==> src/rtl/mem_arbiter.sv <==
`default_nettype none
// ============================================================================
// Module   : mem_arbiter
// Purpose  : Two-port (instruction / data) line arbiter in front of a single
//            emulated memory. One transaction in flight at a time, round-robin
//            on ties, fixed MEM_LATENCY access time, one-cycle ready pulses.
// Ports    : clk, reset            - clock, synchronous active-high reset
//            ic_req/ic_addr        - instruction read request (level)
//            ic_ready/ic_data      - instruction completion pulse / read line
//            dc_req/dc_we/dc_addr/dc_wdata - data request (read or write)
//            dc_ready/dc_rdata     - data completion pulse / read line
//            mem_rd_addr/mem_rdata - memory read port (rdata combinational)
//            mem_wr_addr/mem_wdata/mem_we - memory write port
//            busy                  - transaction in flight (BUSY or RESP)
// Revision : 1.0 - initial release
// ============================================================================
module mem_arbiter #(
    parameter int ADDR_W      = 20,
    parameter int LINE_W      = 128,
    parameter int MEM_LATENCY = 5
) (
    input  logic              clk,
    input  logic              reset,
    input  logic              ic_req,
    input  logic [ADDR_W-1:0] ic_addr,
    output logic              ic_ready,
    output logic [LINE_W-1:0] ic_data,
    input  logic              dc_req,
    input  logic              dc_we,
    input  logic [ADDR_W-1:0] dc_addr,
    input  logic [LINE_W-1:0] dc_wdata,
    output logic              dc_ready,
    output logic [LINE_W-1:0] dc_rdata,
    output logic [ADDR_W-1:0] mem_rd_addr,
    input  logic [LINE_W-1:0] mem_rdata,
    output logic [ADDR_W-1:0] mem_wr_addr,
    output logic [LINE_W-1:0] mem_wdata,
    output logic              mem_we,
    output logic              busy
);

    // Four bits cover the whole legal latency range 1..15.
    localparam int               c_CNT_W    = 4;
    localparam logic [c_CNT_W-1:0] c_CNT_LOAD = c_CNT_W'(MEM_LATENCY - 1);

    typedef enum logic [1:0] {
        ST_IDLE = 2'd0,
        ST_BUSY = 2'd1,
        ST_RESP = 2'd2
    } state_t;

    state_t              r_state;
    logic [c_CNT_W-1:0]  r_cnt;
    logic                r_owner_dc;   // 1 = data side owns the transaction
    logic                r_last_dc;    // 1 = data side received the last grant
    logic [ADDR_W-1:0]   r_addr;
    logic                r_we;
    logic [LINE_W-1:0]   r_wdata;
    logic [LINE_W-1:0]   r_ic_data;
    logic [LINE_W-1:0]   r_dc_rdata;
    logic                r_ic_ready;
    logic                r_dc_ready;

    logic                w_any_req;
    logic                w_grant_dc;
    logic                w_mem_cycle;

    assign w_any_req   = ic_req | dc_req;
    // Data side wins when alone, or on a tie when the instruction side had
    // the previous grant.
    assign w_grant_dc  = dc_req & (~ic_req | ~r_last_dc);
    // The final BUSY cycle is the one in which memory is actually accessed.
    assign w_mem_cycle = (r_state == ST_BUSY) && (r_cnt == '0);

    always_ff @(posedge clk) begin
        if (reset) begin
            r_state    <= ST_IDLE;
            r_cnt      <= '0;
            r_owner_dc <= 1'b0;
            r_last_dc  <= 1'b1;
            r_addr     <= '0;
            r_we       <= 1'b0;
            r_wdata    <= '0;
            r_ic_data  <= '0;
            r_dc_rdata <= '0;
            r_ic_ready <= 1'b0;
            r_dc_ready <= 1'b0;
        end else begin
            r_ic_ready <= 1'b0;
            r_dc_ready <= 1'b0;
            case (r_state)
                ST_IDLE: begin
                    if (w_any_req) begin
                        r_owner_dc <= w_grant_dc;
                        r_last_dc  <= w_grant_dc;
                        r_addr     <= w_grant_dc ? dc_addr : ic_addr;
                        r_we       <= w_grant_dc & dc_we;
                        r_wdata    <= w_grant_dc ? dc_wdata : '0;
                        r_cnt      <= c_CNT_LOAD;
                        r_state    <= ST_BUSY;
                    end
                end
                ST_BUSY: begin
                    if (r_cnt == '0) begin
                        if (!r_we) begin
                            if (r_owner_dc) begin
                                r_dc_rdata <= mem_rdata;
                            end else begin
                                r_ic_data <= mem_rdata;
                            end
                        end
                        // Ready is registered so it is high during RESP only.
                        r_ic_ready <= ~r_owner_dc;
                        r_dc_ready <= r_owner_dc;
                        r_state    <= ST_RESP;
                    end else begin
                        r_cnt <= r_cnt - 1'b1;
                    end
                end
                ST_RESP: begin
                    r_state <= ST_IDLE;
                end
                default: begin
                    r_state <= ST_IDLE;
                end
            endcase
        end
    end

    assign ic_ready    = r_ic_ready;
    assign dc_ready    = r_dc_ready;
    assign ic_data     = r_ic_data;
    assign dc_rdata    = r_dc_rdata;
    assign busy        = (r_state != ST_IDLE);
    assign mem_rd_addr = (r_state == ST_BUSY) ? r_addr : '0;
    assign mem_we      = w_mem_cycle & r_we;
    assign mem_wr_addr = mem_we ? r_addr  : '0;
    assign mem_wdata   = mem_we ? r_wdata : '0;

endmodule
`default_nettype wire

==> config.mk <==
export PLATFORM = sky130hd
export DESIGN_NAME = mem_arbiter
export DESIGN_NICKNAME = d
export VERILOG_FILES = /design/src/rtl/mem_arbiter.sv
export SDC_FILE = /design/constraint.sdc
export NUM_CORES = 1
export LEC_CHECK = 0
export ABC_AREA = 1
export CORE_AREA = 2 2 285 287
export DETAILED_ROUTE_END_ITERATION = 7
export DIE_AREA = 0 0 287 289
export GPL_TIMING_DRIVEN = 0
export PLACE_DENSITY_LB_ADDON = 0.08
export SYNTH_ARGS = -nofsm -noshare
export SYNTH_HDL_FRONTEND = slang
export SYNTH_SLANG_ARGS = --single-unit
==> constraint.sdc <==
create_clock -name clk -period 5 [get_ports clk]
set_input_delay 1 -clock clk [delete_from_list [all_inputs] [get_ports clk]]
set_output_delay 1 -clock clk [all_outputs]
set_load 0.02 [all_outputs]
==> results of run 1 <==
[placed cells by master (no fill, tap or decap), types with 2 or more instances in the layout]
cell	count
clkdlybuf4s50_1	727
clkbuf_8	11
clkbuf_16	53
a21oi_1	5
buf_4	30
buf_2	84
o22ai_1	20
bufinv_16	3
dfxtp_1	415
buf_6	3
diode_2	11
nor2_1	579
o21ai_0	167
nand3_1	135
clkinv_2	9
nand2_1	308
clkbuf_1	66
nor2_4	2
inv_1	309
o21ai_1	94
nor3_1	131
[final timing paths]
path | end | slack, ns | depth (start not counted)
max | mem_wdata[106] | 0.82 | 9
min | ic_ready$_SDFF_PP0_ | 0.43 | 1
max reg2reg | ic_data[98]$_SDFFE_PP0P_ | 2.70 | 7
min reg2reg | ic_ready$_SDFF_PP0_ | 0.43 | 1
[sequential cells by signal, indices dropped and copies added (netlist names)]
register	cells
dc_ready	1
r_last_dc	1
r_wdata	128
r_addr	20
r_owner_dc	1
ic_ready	1
r_cnt	4
r_state	2
ic_data	128
r_we	1
dc_rdata	128
[cell families (layout without fill, tap and decap cells)]
logic type | Yosys count | in the layout | synth area share (%)
and+or+nand+nor | 1159 | 1159 | 28.5
DFF | 415 | 415 | 50.3
other | 0 | 11 | 0
AOI/OAI and AO/OA | 287 | 287 | 8.86
buffers and inverters | 478 | 1300 | 12.3
adders and majority gates | 1 | 1 | 0.0757
[per-layer routing]
metal  vias up  routed length (um)  GRT usage (%)
met3       132                6970           6.88
li1       8800                   -              -
met1      7964               31700           20.7
met2       516               39400           32.1
met5         -                  85              0
met4        14                2950           7.41
[area by class of cell]
cell class	count	area (um^2)
diodes	11	27.5
plain buffers	168	871
clock buffers	80	1540
clock inverters	15	189
fillers	8605	53000
inverters	310	1160
multi-input cells	1447	6190
flip-flops and latches	415	8310
well taps	1060	1330
repair buffers	727	7280
[stage by stage]
stage,worst slack [ns],total power [uW],area [um^2],std cells
final,0.822,10100,26900,4233
after global routing,0.551,10600,26900,4231
after CTS,0.693,10300,26900,4222
after detailed placement,1.36,6340,25100,4127
after global placement,1.33,6330,25100,4127
after floorplan,2.50,5070,16500,2340
[critical path: cells and delay by family, from the launching register on]
kind / cells / cell delay, ns
adders and majority gates: 1 / 0.25
buffers and inverters: 5 / 1.50
DFF: 1 / 0.35
and+or+nand+nor: 3 / 0.48
[power groups by stage]
stage                     sequential [uW]  combinational [uW]  clock [uW]
final                                3820                2430        3830
after floorplan                      4150                 920           0
after detailed placement             3880                2450           0
after CTS                            3820                2470        3970
after global routing                 3850                2660        4100
after global placement               3880                2450           0
[synthesized netlist by cell type (all sizes together), types with 5 or more instances]
cell type and count:
buf 118, nor2 582, o21ai 262, nand3 136, dfxtp 415, nor3 131, inv 310, o22ai 20
nand2 309, a21oi 5, clkbuf 50
==> flow_summary_export.csv, run 1 <==
group,metric,value,unit
power,swShare,31.6,%
finish,fin_nets,3423,
power,leakage,0.0105,uW
grt,grt_max_degree,15,
timing,fmax,239,MHz
setup_path,crit_required,4.00,ns
detailed_routing,drtIter0Drc,683,
clock_network,cts_buffers,52,
timing,fin_crit_sh,83.6,%
detailed_routing,vias_per_cell,4.12,
clock_network,max-clock-path-buffers,3,
synthesis,synth_area_per_cell,7.07,um^2
synthesis,syn_inst,2340,
clock_network,cts.reportedPaths.clkPinSlew,0.06,ns
setup_path,cp-startpoint,"r_cnt[0]$_SDFFE_PP0P_",
setup_path,r2r_start,"r_cnt[0]$_SDFFE_PP0P_",
clock_network,cts-root-buf,"clkbuf_16",
finish,postLayoutCoreUtil,33.7,%
timing,skew,0.0271,ns
placement,placement.io_buffers,727,
timing,setup_viol,0,
setup_path,cp_slowest_stage_delay,0.68,ns
die,pin_count,729,
clock_network,htreeDepth,2,
power,p_int,6900,uW
synthesis,synthFlopType,"dfxtp_1",
timing,rsz0062_at_grt,"false",
synthesis,synth_seq_area_share,50.3,%
timing,fin_crit,4.18,ns
power,p_sw,3180,uW
synthesis,postSynth.asyncResetShare,0,%
synthesis,synth_top_area_share,50.3,%
timing,holdWs,0.426,ns
die,core,79900,um^2
setup_path,worstPathMaxFanout,10,
power,combPwrFrac,24.1,%
clock_network,clock_sinks,415,
synthesis,ys_top_cells_by_area,"dfxtp_1 50%, nor2_1 13%, inv_1 7.0%",
synthesis,yosysWarningCount,0,
timing,tightest_slew,0.941,ns
detailed_routing,drcViolationCount,0,
power,ir_drop,276,uV
grt,track_usage,18.6,%
synthesis,syn_area,16500,um^2
detailed_routing,postRouteWirelength,81100,um
synthesis,yosys.area.top_type,"dfxtp_1",
detailed_routing,ant_nets,0,
grt,grt_pass1_wl,115000,um
timing,final-hold-violation-count,0,
setup_path,arrival,3.18,ns
run,drv_cap,0,
timing,setup_tns,0,ns
clock_network,post-cts-setup-buffers,0,
placement,place_congestion,0.835,
die,initial_core_util,20.7,%
worst_hold_path,hold_path.class,"reg -> reg",
setup_path,path_cells,"inv_1, ha_1, nand3_2, inv_1, nand2_1, buf_2, buf_2, nor2_1, clkdlybuf4s50_1",
clock_network,cts_hold_buf,0,
setup_path,end_kind,"output port",
synthesis,syn_nets,2642,
worst_hold_path,worstHoldStart,"r_owner_dc$_SDFFE_PP0P_",
clock_network,clock_latency,0.62,ns
setup_path,cp_slowest_cell,"clkdlybuf4s50_1",
timing,slew_violations,0,
timing,slew_headroom,37.3,%
setup_path,critical_path_class,"reg -> out",
power,clkPwrFrac,38.0,%
die,die-area,82900,um^2
grt,grt_pass1_vias,17465,
finish,drive_gt1_share,6.45,%
die,die_h,289,um
die,die_w,287,um
grt,antenna_found_initial,23,
detailed_routing,vias,17426,
synthesis,synth_edf_count,0,
power,seqPwrFrac,37.9,%
detailed_routing,firstDrtPassIters,5,
finish,area_delta_synth_final,62.7,%
detailed_routing,routedWlPerCell,19.2,um
clock_network,cts_tree,"yes",
die,rows,104,
clock_network,cts_resized,0,
synthesis,yosys_register_bits,415,
synthesis,yosysUniqueCellTypes,23,
placement,dp_hpwl,63400,um
run_status,status,"complete, no violations",
setup_path,start_kind,"flop",
grt,overflow,0,
power,powerDensity,375,nW/um^2
Note: power is estimated with default switching activity, not from simulation.
==> run 2: changes to the inputs <==
clock period = 4 ns   (was 5 ns; I/O delays follow)
==> run 2 against run 1 <==
Compared with the run above:
- global-route usage did not move
- clock skew barely moved
- first-iteration DRC count fell by 2.2%
- non-clock buffer count stayed put
- cell area hardly changed
- via count increased by 0.14%
- worst hold slack hardly changed
- die area stayed put
- setup slack got worse by 0.56 ns
- cell count unchanged
- routed wire length barely moved
- clock power is 25% higher
- critical path type unchanged
- largest power group unchanged
==> flow_summary_export.csv, run 2 (synthesis gave the netlist of run 1 again) <==
group,metric,value,unit
die,die_w,287,um
clock_network,post-cts-setup-buffers,0,
timing,slew_headroom,37.0,%
clock_network,cts.reportedPaths.clkPinSlew,0.06,ns
timing,fmax,267,MHz
setup_path,arrival,2.94,ns
timing,fin_crit,3.74,ns
finish,final.fill_count,8613,
finish,postLayoutCoreUtil,33.7,%
timing,skew,0.0269,ns
finish,final_cell_mix,"715 x clkdlybuf4s50_1, 579 x nor2_1, 415 x dfxtp_1",
finish,drive_gt1_share,6.48,%
grt,overflow,0,
placement,dp.cells,4127,
run_status,status,"complete, no violations",
clock_network,clock_sinks,415,
grt,grt_pass1_vias,17465,
clock_network,cts_buffers,52,
timing,tightest_slew,0.946,ns
timing,fin_crit_sh,93.5,%
clock_network,clock_latency,0.62,ns
power,powerDensity,468,nW/um^2
timing,setup_viol,0,
die,rows,104,
placement,dp_hpwl,63400,um
timing,rsz0062_at_grt,"false",
power,leakage,0.0107,uW
die,initial_core_util,20.7,%
power,ir_drop,345,uV
detailed_routing,firstDrtPassIters,5,
die,die-area,82900,um^2
clock_network,cts-root-buf,"clkbuf_16",
finish,layoutNonFillerInstCount,4233,
detailed_routing,vias_per_cell,4.12,
detailed_routing,routedWlPerCell,19.2,um
clock_network,htreeDepth,2,
die,pin_count,729,
die,die_h,289,um
finish,area_delta_synth_final,62.8,%
timing,slew_violations,0,
detailed_routing,vias,17450,
worst_hold_path,hold_path.class,"reg -> reg",
timing,setup_tns,0,ns
detailed_routing,drtIter0Drc,668,
setup_path,worstPathMaxFanout,10,
detailed_routing,drcViolationCount,0,
finish,final_common_cell,"clkdlybuf4s50_1",
run,drv_cap,0,
finish,fin_nets,3423,
setup_path,start_kind,"flop",
setup_path,end_kind,"output port",
grt,track_usage,18.6,%
clock_network,cts_tree,"yes",
clock_network,max-clock-path-buffers,3,
placement,place_congestion,0.835,
die,core,79900,um^2
grt,grt_pass1_wl,115000,um
grt,antenna_found_initial,24,
setup_path,critical_path_class,"reg -> out",
detailed_routing,ant_nets,0,
grt,grt_max_degree,15,
setup_path,crit_required,3.20,ns
detailed_routing,postRouteWirelength,81100,um
placement,placement.io_buffers,727,
timing,final-hold-violation-count,0,
clock_network,cts_hold_buf,0,
## run 2: cell count changes in the layout (fill, tap and decap cells not counted)
cell and delta:
buf_2 -1, clkdlybuf4s50_1 -12, nand2_1 -1, dlymetal6s2s_1 +9, nand2_2 +1, buf_4 +1
dlygate4sd2_1 +3
## run 2: where the power goes
group          leakage [uW]  switching, uW  internal (uW)
clock              0.000847           1950           2830
combinational       0.00650           1830           1210
sequential          0.00338            200           4570
total                0.0107           3980           8620
## run 2: repair_timing
action | in CTS | in global routing
setup endpoints to repair | 25 | 77
resized for setup | 4 | 10
endpoints found under the hold margin | 0 | 0
## run 2: routing by layer
metal / GRT usage [%] / vias to the layer above / part of all wire [%]
met3: 6.88 / 138 / 8.8
met4: 7.41 / 16 / 3.6
li1: - / 8795 / -
met2: 32.1 / 530 / 49
met5: 0 / - / 0.12
met1: 20.7 / 7971 / 39
## run 2: layout make-up
type                    instances  area [um^2]  share of cell area, %
plain buffers                 168          873                   3.25
clock inverters                15          189                  0.702
well taps                    1060         1330                   4.93
inverters                     310         1160                   4.32
diodes                         11         27.5                  0.102
clock buffers                  80         1540                   5.71
flip-flops and latches        415         8310                   30.9
multi-input cells            1447         6190                   23.0
repair buffers                727         7300                   27.1
## run 2: path summary, 6_finish.rpt
path	startpoint	endpoint	slack, ns	cells after the start
hold reg to reg	r_owner_dc$_SDFFE_PP0P_	ic_ready$_SDFF_PP0_	0.43	1
setup reg to reg	r_cnt[0]$_SDFFE_PP0P_	ic_data[98]$_SDFFE_PP0P_	1.70	7
hold / removal	r_owner_dc$_SDFFE_PP0P_	ic_ready$_SDFF_PP0_	0.43	1
setup / recovery	r_cnt[0]$_SDFFE_PP0P_	mem_wr_addr[8]	0.26	8
## run 2: worst max-delay path: stages, from the launching register on
cell	delay (ns)
dfxtp_1	0.35
inv_1	0.07
ha_1	0.25
nand3_2	0.17
inv_1	0.07
nand2_2	0.16
clkbuf_1	0.58
nor2_1	0.11
clkdlybuf4s50_1	0.57
## run 2: stage by stage
step / hold WS [ns] / power, uW / area [um^2] / setup slack, ns
2_1_floorplan: 0.401 / 6340 / 16500 / 1.70
3_3_place_gp: 0.414 / 7910 / 25100 / 0.527
3_5_place_dp: 0.418 / 7920 / 25100 / 0.561
4_1_cts: 0.427 / 12800 / 26900 / 0.00210
5_1_grt: 0.465 / 13300 / 26900 / 0.0479
6_report: 0.426 / 12600 / 26900 / 0.259
==> RTL edit, RTL diff (settings of run 2) <==
Reset style: asynchronous (`reset`), changed in one clocked block. Comments in the files are not updated.
--- a/src/rtl/mem_arbiter.sv
+++ b/src/rtl/mem_arbiter.sv
@@ -74,3 +74,3 @@
 
-    always_ff @(posedge clk) begin
+    always_ff @(posedge clk or posedge reset) begin
         if (reset) begin
Function: not settled (the Yosys comparison gave no result); the edit may change what the design does.
==> RTL edit against run 2 <==
- count of clock-buffer cells in the layout did not move
- final area rose by 3.3%
- synthesized area rose by 3.8%
- setup slack got worse by 0.059 ns
- wire length rose by 0.58%
- sequential cell count did not move
- critical path type unchanged
- critical endpoint is now mem_wdata[27]
- highest routed layer unchanged
Power is not compared: it rests on default switching activity, and its combinational part moved more than twofold at a synthesized area within 25%.
==> RTL edit: results (changes against run 2) <==
outcome:
  status: "complete, no violations"  # unchanged
critical_path:
  cpPeakStageDelay_ns: 0.63  # was 0.58 ns
  worstSetupEndpoint: "mem_wdata[27]"  # was mem_wr_addr[8]
  rr_endpoint: "dc_rdata[45]"  # was ic_data[98]
  r2r_start: "r_cnt[0]"  # unchanged
  rrSetupSlack_ns: 1.80  # was 1.70 ns
  startpoint: "r_cnt[0]"  # unchanged
  cp_data_arrival_time_ns: 3.00  # was 2.94 ns
synth:
  syn_inst: 2027  # was 2,340
  syn_nets: 2329  # was 2,642
  synth_fa_ha_area_frac: 0.000729  # was 0.000757
  synth_xor_area_frac: 0.000510  # was 0
  synth_compound_area_frac: 0.0512  # was 0.0886
  synth_cell_types: 22  # was 23
  async_reset_ff_frac: 1.00  # was 0
  synth-seq-area-share: 0.605  # was 0.503
  synth_commonest_cells: "nand2_1, dfrtp_1, nand3_1"  # was nor2_1, dfxtp_1, inv_1
  synth_area_leaders: "dfrtp_1, nand2_1, nand3_1"  # was dfxtp_1, nor2_1, inv_1
grt:
  grt_pass1_wl_um: 118000  # was 115,000 µm
  grtUsageTotal: 0.191  # was 0.186
  grtUsageMet1: 0.215  # was 0.207
  antenna_found_initial: 18  # was 24
  grt_max_degree: 41  # was 15
  grt.met3_usage: 0.0672  # was 0.0688
  grtUsageMet2: 0.346  # was 0.321
timing:
  fin_ws_ns: 0.200  # was 0.259 ns
  hold_slack_ns: 0.413  # was 0.426 ns
  slew_headroom: 0.332  # was 0.370
  clock_skew_ns: 0.0346  # was 0.0269 ns
detailed_routing:
  avgRoutedWirePerCell_um: 20.8  # was 19.2 µm
  drt_iter0_markers: 670  # was 668
  viasPerCell: 4.23  # was 4.12
  wl_um: 81600  # was 81,100 µm
placed_design:
  gp_congestion: 0.853  # was 0.835
  place_area_mm2: 0.0260  # was 0.0251 mm²
  placedCellCount: 3827  # was 4,127
  pre_cts_slack_ns: 0.217  # was 0.561 ns
  dp_hpwl_um: 63700  # was 63,400 µm
layout:
  drive_gt1_frac: 0.0719  # was 0.0648
  seq_area_mm2: 0.0104  # was 0.00831 mm²
  nFillCells: 8397  # was 8,613
  nets: 3124  # was 3,423
cts:
  clk_latency_ns: 0.60  # was 0.62 ns
hold_path:
  hold_end: "ic_ready"  # unchanged
[RTL edit: repair_timing]
item	4_1_cts	5_1_grt
gates cloned	0	0
endpoints found under the setup margin	124	24
buffers inserted	1	0
hold buffers	0	0
endpoints found under the hold margin	0	0
resized for setup	35	25
pin swaps	1	0
[RTL edit: power by group]
part	internal (mW)	switching, mW	total (mW)
combinational	4.16	6.45	10.6
sequential	6.31	1.01	7.32
clock	2.83	1.91	4.74
[RTL edit: layer usage]
metal / vias to the layer above / share of wire
met4: 22 / 0.018
met2: 544 / 0.51
met1: 8028 / 0.38
met3: 102 / 0.085
li1: 7922 / -
met5: - / 0.0018
[RTL edit: worst reg2reg max path: stages, from the launching register on]
cell	delay [ns]
dfrtp_1	0.39
inv_1	0.11
ha_1	0.21
nand2_1	0.17
nor2_4	0.18
buf_4	0.16
buf_2	0.38
buf_2	0.35
nand3_1	0.11
nand2_1	0.09
[RTL edit: kinds of logic (layout without fill, tap and decap cells)]
| kind of cell | after synthesis | in the layout |
|---|---|---|
| buffers and inverters | 299 | 1137 |
| flip-flops | 415 | 415 |
| other | 0 | 2 |
| AO/OA/AOI/OAI | 175 | 175 |
| adder cells (fa/ha/maj) | 1 | 1 |
| AND/OR/NAND/NOR | 1136 | 1136 |
| XOR/XNOR | 1 | 1 |
[RTL edit: cell type report]
class | instances | share of cell area
flip-flops and latches | 415 | 0.374
repair buffers | 741 | 0.271
multi-input cells | 1313 | 0.199
clock buffers | 80 | 0.0568
well taps | 1060 | 0.0477
plain buffers | 138 | 0.0240
inverters | 161 | 0.0219
clock inverters | 17 | 0.00522
diodes | 2 | 0.000180
